File: config.mk
export PLATFORM = sky130hd
export DESIGN_NAME = spike_isi_logger
export DESIGN_NICKNAME = d
export VERILOG_FILES = /design/src/rtl/spike_isi_logger.sv
export SDC_FILE = /design/constraint.sdc
export NUM_CORES = 1
export LEC_CHECK = 0
export ABC_AREA = 1
export CORE_AREA = 2 2 115 117
export DETAILED_ROUTE_END_ITERATION = 7
export DIE_AREA = 0 0 117 119
export PLACE_DENSITY = 0.75
export SLEW_MARGIN = 20
export SYNTH_ARGS = -nofsm -noshare
export SYNTH_HDL_FRONTEND = slang
export SYNTH_SLANG_ARGS = --single-unit
File: constraint.sdc
create_clock -name clk -period 3.1 [get_ports clk]
set_input_delay 0.62 -clock clk [delete_from_list [all_inputs] [get_ports clk]]
set_output_delay 0.62 -clock clk [all_outputs]
set_load 0.03 [all_outputs]
File: src/rtl/spike_isi_logger.sv
// spike_isi_logger
//
// Measures the inter-spike interval (ISI) of a neuron's spike train, in clock
// cycles, and queues the measurements in a small show-ahead FIFO. A consumer
// drains the FIFO over a valid/ready handshake.
//
// Optional feature macro: SPIKE_ISI_DROP_CNT_EN
//   When defined, the drop_cnt port is added. It is a saturating 8-bit count
//   of ISI words lost because the FIFO was full.
//
// Parameters:
//   ISI_W  width of the interval counter and of each FIFO word
//   DEPTH  FIFO entries, a power of two and at least 2
//
// Ports:
//   clk         clock
//   rst         asynchronous active-high reset
//   en          logging enable; low forces IDLE and clears the interval counter
//   spike_in    raw spike train from the neuron
//   isi_data    FIFO head word (don't-care while isi_valid is low)
//   isi_valid   FIFO non-empty
//   isi_ready   consumer accepts the head word
//   fifo_count  number of stored words
//   armed       high while an interval is being timed (state COUNTING)
//   drop_cnt    dropped-word count (only with SPIKE_ISI_DROP_CNT_EN)
//
// state      | meaning
// -----------+-----------------------------------------------------------
// S_IDLE     | logging disabled, interval counter held at 0
// S_WAIT_1ST | enabled, waiting for the spike that starts the first interval
// S_COUNTING | timing an interval; each spike pushes it and restarts timing

module spike_isi_logger #(
    parameter int ISI_W = 16,
    parameter int DEPTH = 8
) (
    input  logic                       clk,
    input  logic                       rst,
    input  logic                       en,
    input  logic                       spike_in,
    output logic [ISI_W-1:0]           isi_data,
    output logic                       isi_valid,
    input  logic                       isi_ready,
    output logic [$clog2(DEPTH):0]     fifo_count,
    output logic                       armed
`ifdef SPIKE_ISI_DROP_CNT_EN
    ,
    output logic [7:0]                 drop_cnt
`endif
);

    localparam int PTR_W = $clog2(DEPTH);
    localparam int CNT_W = PTR_W + 1;

    typedef enum logic [1:0] {
        S_IDLE     = 2'd0,
        S_WAIT_1ST = 2'd1,
        S_COUNTING = 2'd2
    } state_t;

    state_t             r_state;
    state_t             w_state_nxt;
    logic               r_spike_q;
    logic [ISI_W-1:0]   r_cnt;
    logic [ISI_W-1:0]   w_cnt_nxt;
    logic               w_event;
    logic               w_push;
    logic               w_pop;
    logic               w_push_ok;
    logic               w_has_room;
    logic [PTR_W-1:0]   r_rd_ptr;
    logic [PTR_W-1:0]   r_wr_ptr;
    logic [CNT_W-1:0]   r_count;
    logic [ISI_W-1:0]   r_mem [DEPTH];

    // Rising edge only, so a spike held high for several cycles is one event.
    assign w_event = spike_in & ~r_spike_q;

    always_ff @(posedge clk or posedge rst) begin
        if (rst) begin
            r_state   <= S_IDLE;
            r_spike_q <= 1'b0;
            r_cnt     <= '0;
        end else begin
            r_state   <= w_state_nxt;
            r_spike_q <= spike_in;
            r_cnt     <= w_cnt_nxt;
        end
    end

    always_comb begin
        w_state_nxt = r_state;
        w_cnt_nxt   = r_cnt;
        w_push      = 1'b0;
        if (!en) begin
            // Disable wins over a coincident spike.
            w_state_nxt = S_IDLE;
            w_cnt_nxt   = '0;
        end else begin
            case (r_state)
                S_IDLE: begin
                    w_state_nxt = S_WAIT_1ST;
                    w_cnt_nxt   = '0;
                end
                S_WAIT_1ST: begin
                    if (w_event) begin
                        w_state_nxt = S_COUNTING;
                        w_cnt_nxt   = ISI_W'(1);
                    end
                end
                S_COUNTING: begin
                    if (w_event) begin
                        w_push    = 1'b1;
                        w_cnt_nxt = ISI_W'(1);
                    end else if (r_cnt != '1) begin
                        // An all-ones word reads as "at least this long".
                        w_cnt_nxt = r_cnt + ISI_W'(1);
                    end
                end
                default: begin
                    w_state_nxt = S_IDLE;
                    w_cnt_nxt   = '0;
                end
            endcase
        end
    end

    assign armed = (r_state == S_COUNTING);

    // A pop in the same cycle frees the slot, so a full FIFO can still
    // accept a push when the consumer is reading.
    assign isi_valid  = (r_count != '0);
    assign w_pop      = isi_valid & isi_ready;
    assign w_has_room = (r_count < CNT_W'(DEPTH));
    assign w_push_ok  = w_push & (w_has_room | w_pop);

    always_ff @(posedge clk or posedge rst) begin
        if (rst) begin
            r_rd_ptr <= '0;
            r_wr_ptr <= '0;
            r_count  <= '0;
        end else begin
            if (w_push_ok) begin
                r_wr_ptr <= r_wr_ptr + PTR_W'(1);
            end
            if (w_pop) begin
                r_rd_ptr <= r_rd_ptr + PTR_W'(1);
            end
            case ({w_push_ok, w_pop})
                2'b10:   r_count <= r_count + CNT_W'(1);
                2'b01:   r_count <= r_count - CNT_W'(1);
                default: r_count <= r_count;
            endcase
        end
    end

    // Storage needs no reset: it is only ever read when isi_valid is high.
    always_ff @(posedge clk) begin
        if (w_push_ok) begin
            r_mem[r_wr_ptr] <= r_cnt;
        end
    end

    assign isi_data   = r_mem[r_rd_ptr];
    assign fifo_count = r_count;

`ifdef SPIKE_ISI_DROP_CNT_EN
    logic [7:0] r_drop_cnt;

    always_ff @(posedge clk or posedge rst) begin
        if (rst) begin
            r_drop_cnt <= '0;
        end else if (w_push & ~w_push_ok & (r_drop_cnt != 8'hFF)) begin
            r_drop_cnt <= r_drop_cnt + 8'd1;
        end
    end

    assign drop_cnt = r_drop_cnt;
`endif

endmodule

Word level (Yosys, flattened, before mapping)
Memories as Yosys holds them, arrays and structs flattened.
Cells that the tools add are included.

storage, ports and cells
  memories = 1
  register bits = 29
  latch bits = 0
  word-level logic and storage cells = 45
  RAM bits = 128
  memory bits (read-only) = 0
  output and inout port bits = 22

memory list
  memory  depth  bits a word  rd ports  clocked after memory_dff  write ports  RTL line  source
  r_mem   8      16           1         0                         1            74        logic [ISI_W-1:0] r_mem [DEPTH];

cells by class
  divide/modulo/power cells = 0
  reductions and logical operators = 5
  mux-type cells = 14
  $mul = 0
  shifts and indexed selects = 0
  equality and inequality tests = 8
  magnitude comparators = 1
  add/sub/neg operators = 5
  bitwise logic cells = 5

operator list
  cell                                                                    count
  16-bit 2-to-1 mux                                                       4
  16-bit one-hot mux with 2 select lines                                  1
  16-bit by 1-bit adder with 16-bit output (second input constant)        1
  16-bit != test (second input constant)                                  1
  4-bit one-hot mux with 2 select lines                                   1
  3-bit by 1-bit adder with 3-bit output (second input constant)          2
  2-bit one-hot mux with 3 select lines                                   1
  1-bit 2-to-1 mux                                                        5
  4-bit by 1-bit adder with 4-bit output (second input constant)          1
  2-bit by 1-bit equality test with 1-bit output (second input constant)  2
  2-bit equality test (second input constant)                             2
  4-bit < comparator (second input constant)                              1
  2-bit 2-to-1 mux                                                        2
  4-bit by 2-bit != test with 1-bit output (second input constant)        1
  2-bit AND reduction                                                     2
  4-bit nonzero test                                                      1
  4-bit by 1-bit subtractor with 4-bit output (second input constant)     1
  1-bit AND                                                               3
  3-bit != test (second input constant)                                   1
  2-bit logical NOT                                                       1
  2-bit != test (second input constant)                                   1
  2-bit nonzero test                                                      1
  1-bit inverter                                                          1
  1-bit bitwise OR                                                        1

Longest topological paths before layout
  depth after elaboration = 8
  gate-level depth with buffers = 14
  depth with buffers taken out = 14

Worst setup path before layout
Ideal clock, no wire load.

  path kind = reg2reg
  start point = register r_state[0]
  end point = memory r_mem[4][0] (enable)
  data arrival time = 2.591 ns
  data required time = 2.691 ns
  cell stages (with the launch flop) = 8
  period minus slack after synthesis = 3.001 ns
  setup time = 0.409 ns
  path slack = 0.099 ns
  cell sequence = dfrtp_1 -> inv_1 -> ha_1 -> nand2_1 -> inv_2 -> o211ai_2 -> or2_4 -> nor3_1

on the way
  word-level cells in the longest chain between the ends = 6

RTL lines
  item                                    RTL line  source
  start: declaration                      61        state_t r_state;
  start signal: assignment                85        r_state <= w_state_nxt;
  2-bit equality test                     --
  via armed                               45        output logic armed
  1-bit 2-to-1 mux                        100       case (r_state)
  1-bit 2-to-1 mux                        95        if (!en) begin
  1-bit AND                               135       assign w_push_ok = w_push & (w_has_room | w_pop);
  1-bit 2-to-1 mux                        159       if (w_push_ok) begin
  1-bit 2-to-1 mux (not written as such)  160       r_mem[r_wr_ptr] <= r_cnt;
  end: declaration                        74

The timed path passes the listed nets, and every way through them passes these cells.

Worst setup path in the final report
  start point = register r_rd_ptr[0]
  end point = output port isi_data[12]

on the way
  word-level cells in the longest chain between the ends = 1

RTL lines
  item                      RTL line  source
  start: declaration        71        logic [PTR_W-1:0] r_rd_ptr;
  start signal: assignment  147       r_rd_ptr <= r_rd_ptr + PTR_W'(1);
  memory 8 x 16 bit         --
  end: declaration          41        output logic [ISI_W-1:0] isi_data,

No other way between the ends.

==> impl_metrics.prom <==
# TYPE chip_impl_metric gauge
chip_impl_metric{name="cts_made_buffers",unit=""} 17
chip_impl_info{name="rsz0062_at_grt",value="false"} 1
chip_impl_metric{name="layout.core_utilization",unit="%"} 61.7
chip_impl_metric{name="post_cts_hold_fix_bufs",unit=""} 0
chip_impl_metric{name="final_hold_viols",unit=""} 0
chip_impl_info{name="regToRegEndpoint",value="fifo_count[2]$_DFFE_PP0P_"} 1
chip_impl_metric{name="global_route.overflow_total",unit=""} 0
chip_impl_metric{name="cts.repair.resized",unit=""} 0
chip_impl_metric{name="fmax",unit="MHz"} 364
chip_impl_metric{name="vias_in_the_first_global_route",unit=""} 4321
chip_impl_metric{name="cts.repair_timing.setup_buffer_count",unit=""} 0
chip_impl_metric{name="multi_input_area",unit="sq mm"} 0.00206
chip_impl_metric{name="cts.htree.levels",unit=""} 4
chip_impl_info{name="cp-start-kind",value="register"} 1
chip_impl_metric{name="power-per-cell-area",unit="mW/mm^2"} 841
chip_impl_info{name="result_of_the_run",value="complete, no violations"} 1
chip_impl_metric{name="static-leakage-power",unit="nW"} 3.16
chip_impl_metric{name="postSynth.asyncResetShare",unit="%"} 18.5
chip_impl_info{name="critical_path_class",value="register to output pin"} 1
chip_impl_metric{name="worstPathMaxFanout",unit=""} 32
chip_impl_metric{name="num_antenna_cells",unit=""} 0
chip_impl_metric{name="maximum_number_of_pins_on_one_net_before_global_route_repair",unit=""} 67
chip_impl_metric{name="critPathRequiredTime",unit="ns"} 2.48
chip_impl_metric{name="antenna_violations_before_repair",unit=""} 0
chip_impl_metric{name="antenna_violating_nets_post_route",unit=""} 0
chip_impl_metric{name="layout.filler_cells",unit=""} 968
chip_impl_metric{name="synth_largest_type_area_fraction",unit="%"} 56.0
chip_impl_metric{name="die_height",unit="microns"} 119
chip_impl_metric{name="initialDrtViolationCount",unit=""} 311
chip_impl_metric{name="setup-violations-final",unit=""} 0
chip_impl_info{name="holdCritStartpoint",value="fifo_count[3]$_DFFE_PP0P_"} 1
chip_impl_metric{name="drv_cap",unit=""} 0
chip_impl_metric{name="avgSynthCellArea",unit="sq um"} 11.7
chip_impl_metric{name="min_delay_path_depth",unit=""} 2
chip_impl_metric{name="max-clock-path-buffers",unit=""} 2
chip_impl_info{name="synth_top_cell_by_area",value="sky130_fd_sc_hd__edfxtp_1"} 1
chip_impl_info{name="tritoncts",value="yes"} 1
chip_impl_info{name="netlist_top_cells_area",value="sky130_fd_sc_hd__edfxtp_1 (56%), sky130_fd_sc_hd__dfrtp_1 (11%), sky130_fd_sc_hd__nand2_1 (7.4%)"} 1
chip_impl_metric{name="post_synth_instance_area",unit="sq mm"} 0.00687
chip_impl_info{name="whs_endpoint",value="fifo_count[3]$_DFFE_PP0P_"} 1
chip_impl_metric{name="final_nets",unit=""} 641
chip_impl_info{name="critical_path.reg2reg.startpoint",value="r_state[0]$_DFFE_PP0P_"} 1
chip_impl_metric{name="finalSetupTns",unit="ns"} 0
chip_impl_metric{name="max_slew.worst_pin.slew",unit="ns"} 0.670
chip_impl_metric{name="firstDrtPassIters",unit=""} 5
chip_impl_metric{name="route.final.wire_length",unit="mm"} 14.0
chip_impl_metric{name="track_usage",unit="%"} 21.3
chip_impl_info{name="cell_with_the_most_instances_after_synthesis",value="sky130_fd_sc_hd__nand2_1"} 1
chip_impl_info{name="yosys-top-cells-count",value="sky130_fd_sc_hd__nand2_1 (135), sky130_fd_sc_hd__edfxtp_1 (128), sky130_fd_sc_hd__nor2_1 (50), sky130_fd_sc_hd__o21ai_0 (41), sky130_fd_sc_hd__inv_1 (35)"} 1
chip_impl_metric{name="die-area",unit="sq mm"} 0.0139
chip_impl_metric{name="boundaryPins",unit=""} 27
chip_impl_metric{name="synthDistinctLibCells",unit=""} 35
chip_impl_metric{name="synth_fp_nets",unit=""} 601
chip_impl_metric{name="post_route_cells_drive_above_1_share",unit="%"} 13.3
chip_impl_info{name="root_buffer",value="sky130_fd_sc_hd__clkbuf_16"} 1
chip_impl_metric{name="irDropWorstVdd",unit="mV"} 0.497
chip_impl_metric{name="area_delta_synth_final",unit="%"} 15.6
chip_impl_metric{name="core_region_area",unit="sq mm"} 0.0129
chip_impl_metric{name="fin_skew",unit="ns"} 0.0108
chip_impl_metric{name="postSynthRegisterBits",unit=""} 157
chip_impl_metric{name="setup.reg_to_reg.worst_slack",unit="ns"} 0.69
chip_impl_metric{name="floorplan.initialDensity",unit="%"} 53.4
chip_impl_metric{name="finalMaxSlewViolations",unit=""} 0
chip_impl_metric{name="routed_via_density",unit=""} 5.46
chip_impl_metric{name="clkLatencyLatePin",unit="ns"} 0.42
chip_impl_metric{name="die_x",unit="microns"} 117
chip_impl_metric{name="port-buffer-count",unit=""} 26
chip_impl_info{name="worst_setup_path_end_kind",value="output pin"} 1
chip_impl_metric{name="gp_congestion",unit=""} 0.843
chip_impl_metric{name="cts.reportedPaths.clkPinSlew",unit="ns"} 0.06
chip_impl_metric{name="number_of_synthesized_flops_with_an_enable_pin",unit=""} 128
chip_impl_metric{name="dp.final_hpwl",unit="mm"} 8.40
chip_impl_metric{name="synthCells",unit=""} 586
chip_impl_metric{name="synth.yosys.seq_area_share",unit="%"} 66.5
chip_impl_metric{name="global_route_wire_length_before_repair",unit="mm"} 22.0
chip_impl_metric{name="maxSlewHeadroom",unit="%"} 55.0
chip_impl_metric{name="cts_sinks",unit=""} 157
chip_impl_metric{name="critPathArrivalTime",unit="ns"} 2.13
chip_impl_metric{name="detail_route.wl_per_cell",unit="microns"} 17.2
chip_impl_metric{name="detailed_route_via_count",unit=""} 4442
chip_impl_info{name="synth_top_flop_cell",value="sky130_fd_sc_hd__edfxtp_1"} 1
chip_impl_info{name="min_path_type",value="register to register"} 1
chip_impl_metric{name="std_cell_rows",unit=""} 42
chip_impl_metric{name="reg2regPathDepth",unit=""} 12
chip_impl_metric{name="drc_errors",unit=""} 0
chip_impl_metric{name="yosys_warnings",unit=""} 0
chip_impl_metric{name="post-route-min-period",unit="ns"} 2.75
chip_impl_metric{name="final.period_utilization",unit="%"} 88.6
chip_impl_metric{name="sequential_cell_area",unit="sq mm"} 0.00457
-- cell families after synthesis --
kind of cell / Yosys count / share of synthesized area, %
compound gates: 78 / 6.45
xor+xnor: 11 / 1.40
fa+ha+maj: 10 / 1.82
buf+inv: 60 / 3.79
flops: 157 / 66.5
mux: 32 / 4.66
simple gates: 238 / 15.4
-- critical path, stage by stage, from the launching register on --
cell	delay (ns)
sky130_fd_sc_hd__dfrtp_2	0.71
sky130_fd_sc_hd__buf_12	0.28
sky130_fd_sc_hd__mux2i_1	0.25
sky130_fd_sc_hd__o22ai_1	0.11
sky130_fd_sc_hd__nand2_1	0.11
sky130_fd_sc_hd__nand2_1	0.07
sky130_fd_sc_hd__buf_4	0.17
-- placed cells by master, fill, tap and decap left out, types with 4 or more instances in the layout --
| master | count |
|---|---|
| sky130_fd_sc_hd__nor2_1 | 50 |
| sky130_fd_sc_hd__ha_1 | 10 |
| sky130_fd_sc_hd__o22ai_1 | 32 |
| sky130_fd_sc_hd__nor2_2 | 4 |
| sky130_fd_sc_hd__clkdlybuf4s50_1 | 10 |
| sky130_fd_sc_hd__clkbuf_16 | 17 |
| sky130_fd_sc_hd__o21ai_0 | 41 |
| sky130_fd_sc_hd__edfxtp_1 | 128 |
| sky130_fd_sc_hd__xnor2_1 | 4 |
| sky130_fd_sc_hd__nor2_4 | 6 |
| sky130_fd_sc_hd__xor2_1 | 7 |
| sky130_fd_sc_hd__buf_4 | 30 |
| sky130_fd_sc_hd__nor3_2 | 4 |
| sky130_fd_sc_hd__inv_1 | 35 |
| sky130_fd_sc_hd__dfrtp_1 | 28 |
| sky130_fd_sc_hd__nand2_1 | 135 |
| sky130_fd_sc_hd__mux2i_1 | 32 |
| sky130_fd_sc_hd__nand4_1 | 7 |
| sky130_fd_sc_hd__nand3_1 | 22 |
-- layout make-up --
class / count / share of cell area (%)
flip-flops and latches: 157 / 57.6
clock inverters: 11 / 1.81
multi-input cells: 369 / 25.9
clock buffers: 20 / 5.50
inverters: 40 / 2.06
well taps: 176 / 2.77
repair buffers: 41 / 4.35
-- layer usage --
metal	wire length, microns	GRT usage (%)	vias to the layer above
li1	-	-	2122
met1	6100	28.2	2158
met2	6790	33.3	134
met3	716	5.55	28
met4	375	9.49	0
met5	0	0	-
-- stage by stage --
stage | setup slack [ns] | total power (W) | instance area, sq um | hold slack (ns) | cells
global route | 0.208 | 0.00701 | 7940 | 0.558 | 814
finish | 0.354 | 0.00668 | 7940 | 0.506 | 814
global placement | 0.301 | 0.00463 | 7360 | 0.485 | 783
CTS | 0.316 | 0.00674 | 7940 | 0.521 | 814
detailed placement | 0.242 | 0.00470 | 7360 | 0.504 | 783
floorplan | 0.0992 | 0.00401 | 6870 | 0.500 | 586
-- how the worst max path moves through the flow --
stage | end | slack, ns | depth (start not counted) | start
final | isi_data[12] | 0.35 | 6 | r_rd_ptr[0]$_DFFE_PP0P_
after global placement | fifo_count[2]$_DFFE_PP0P_ | 0.30 | 11 | en
after CTS | isi_data[5] | 0.32 | 6 | r_rd_ptr[0]$_DFFE_PP0P_
after detailed placement | fifo_count[2]$_DFFE_PP0P_ | 0.24 | 11 | en
after global routing | isi_data[2] | 0.21 | 7 | r_rd_ptr[0]$_DFFE_PP0P_
after floorplan | r_mem[4][0]$_DFFE_PP_ | 0.1 | 7 | r_state[0]$_DFFE_PP0P_
-- power breakdown --
group	switching [W]	internal, W	total [W]	leakage (nW)
Combinational	0.00140	0.000761	0.00216	1.33
Sequential	0.000142	0.00235	0.00249	1.56
Clock	0.000772	0.00126	0.00203	0.276
-- registers in the layout, indices dropped and copies added, names as in the netlist --
name,flops
r_mem,128
r_cnt,16
fifo_count,4
r_rd_ptr,3
r_wr_ptr,3
r_state,2
r_spike_q,1
(Power assumes the default switching activity.)
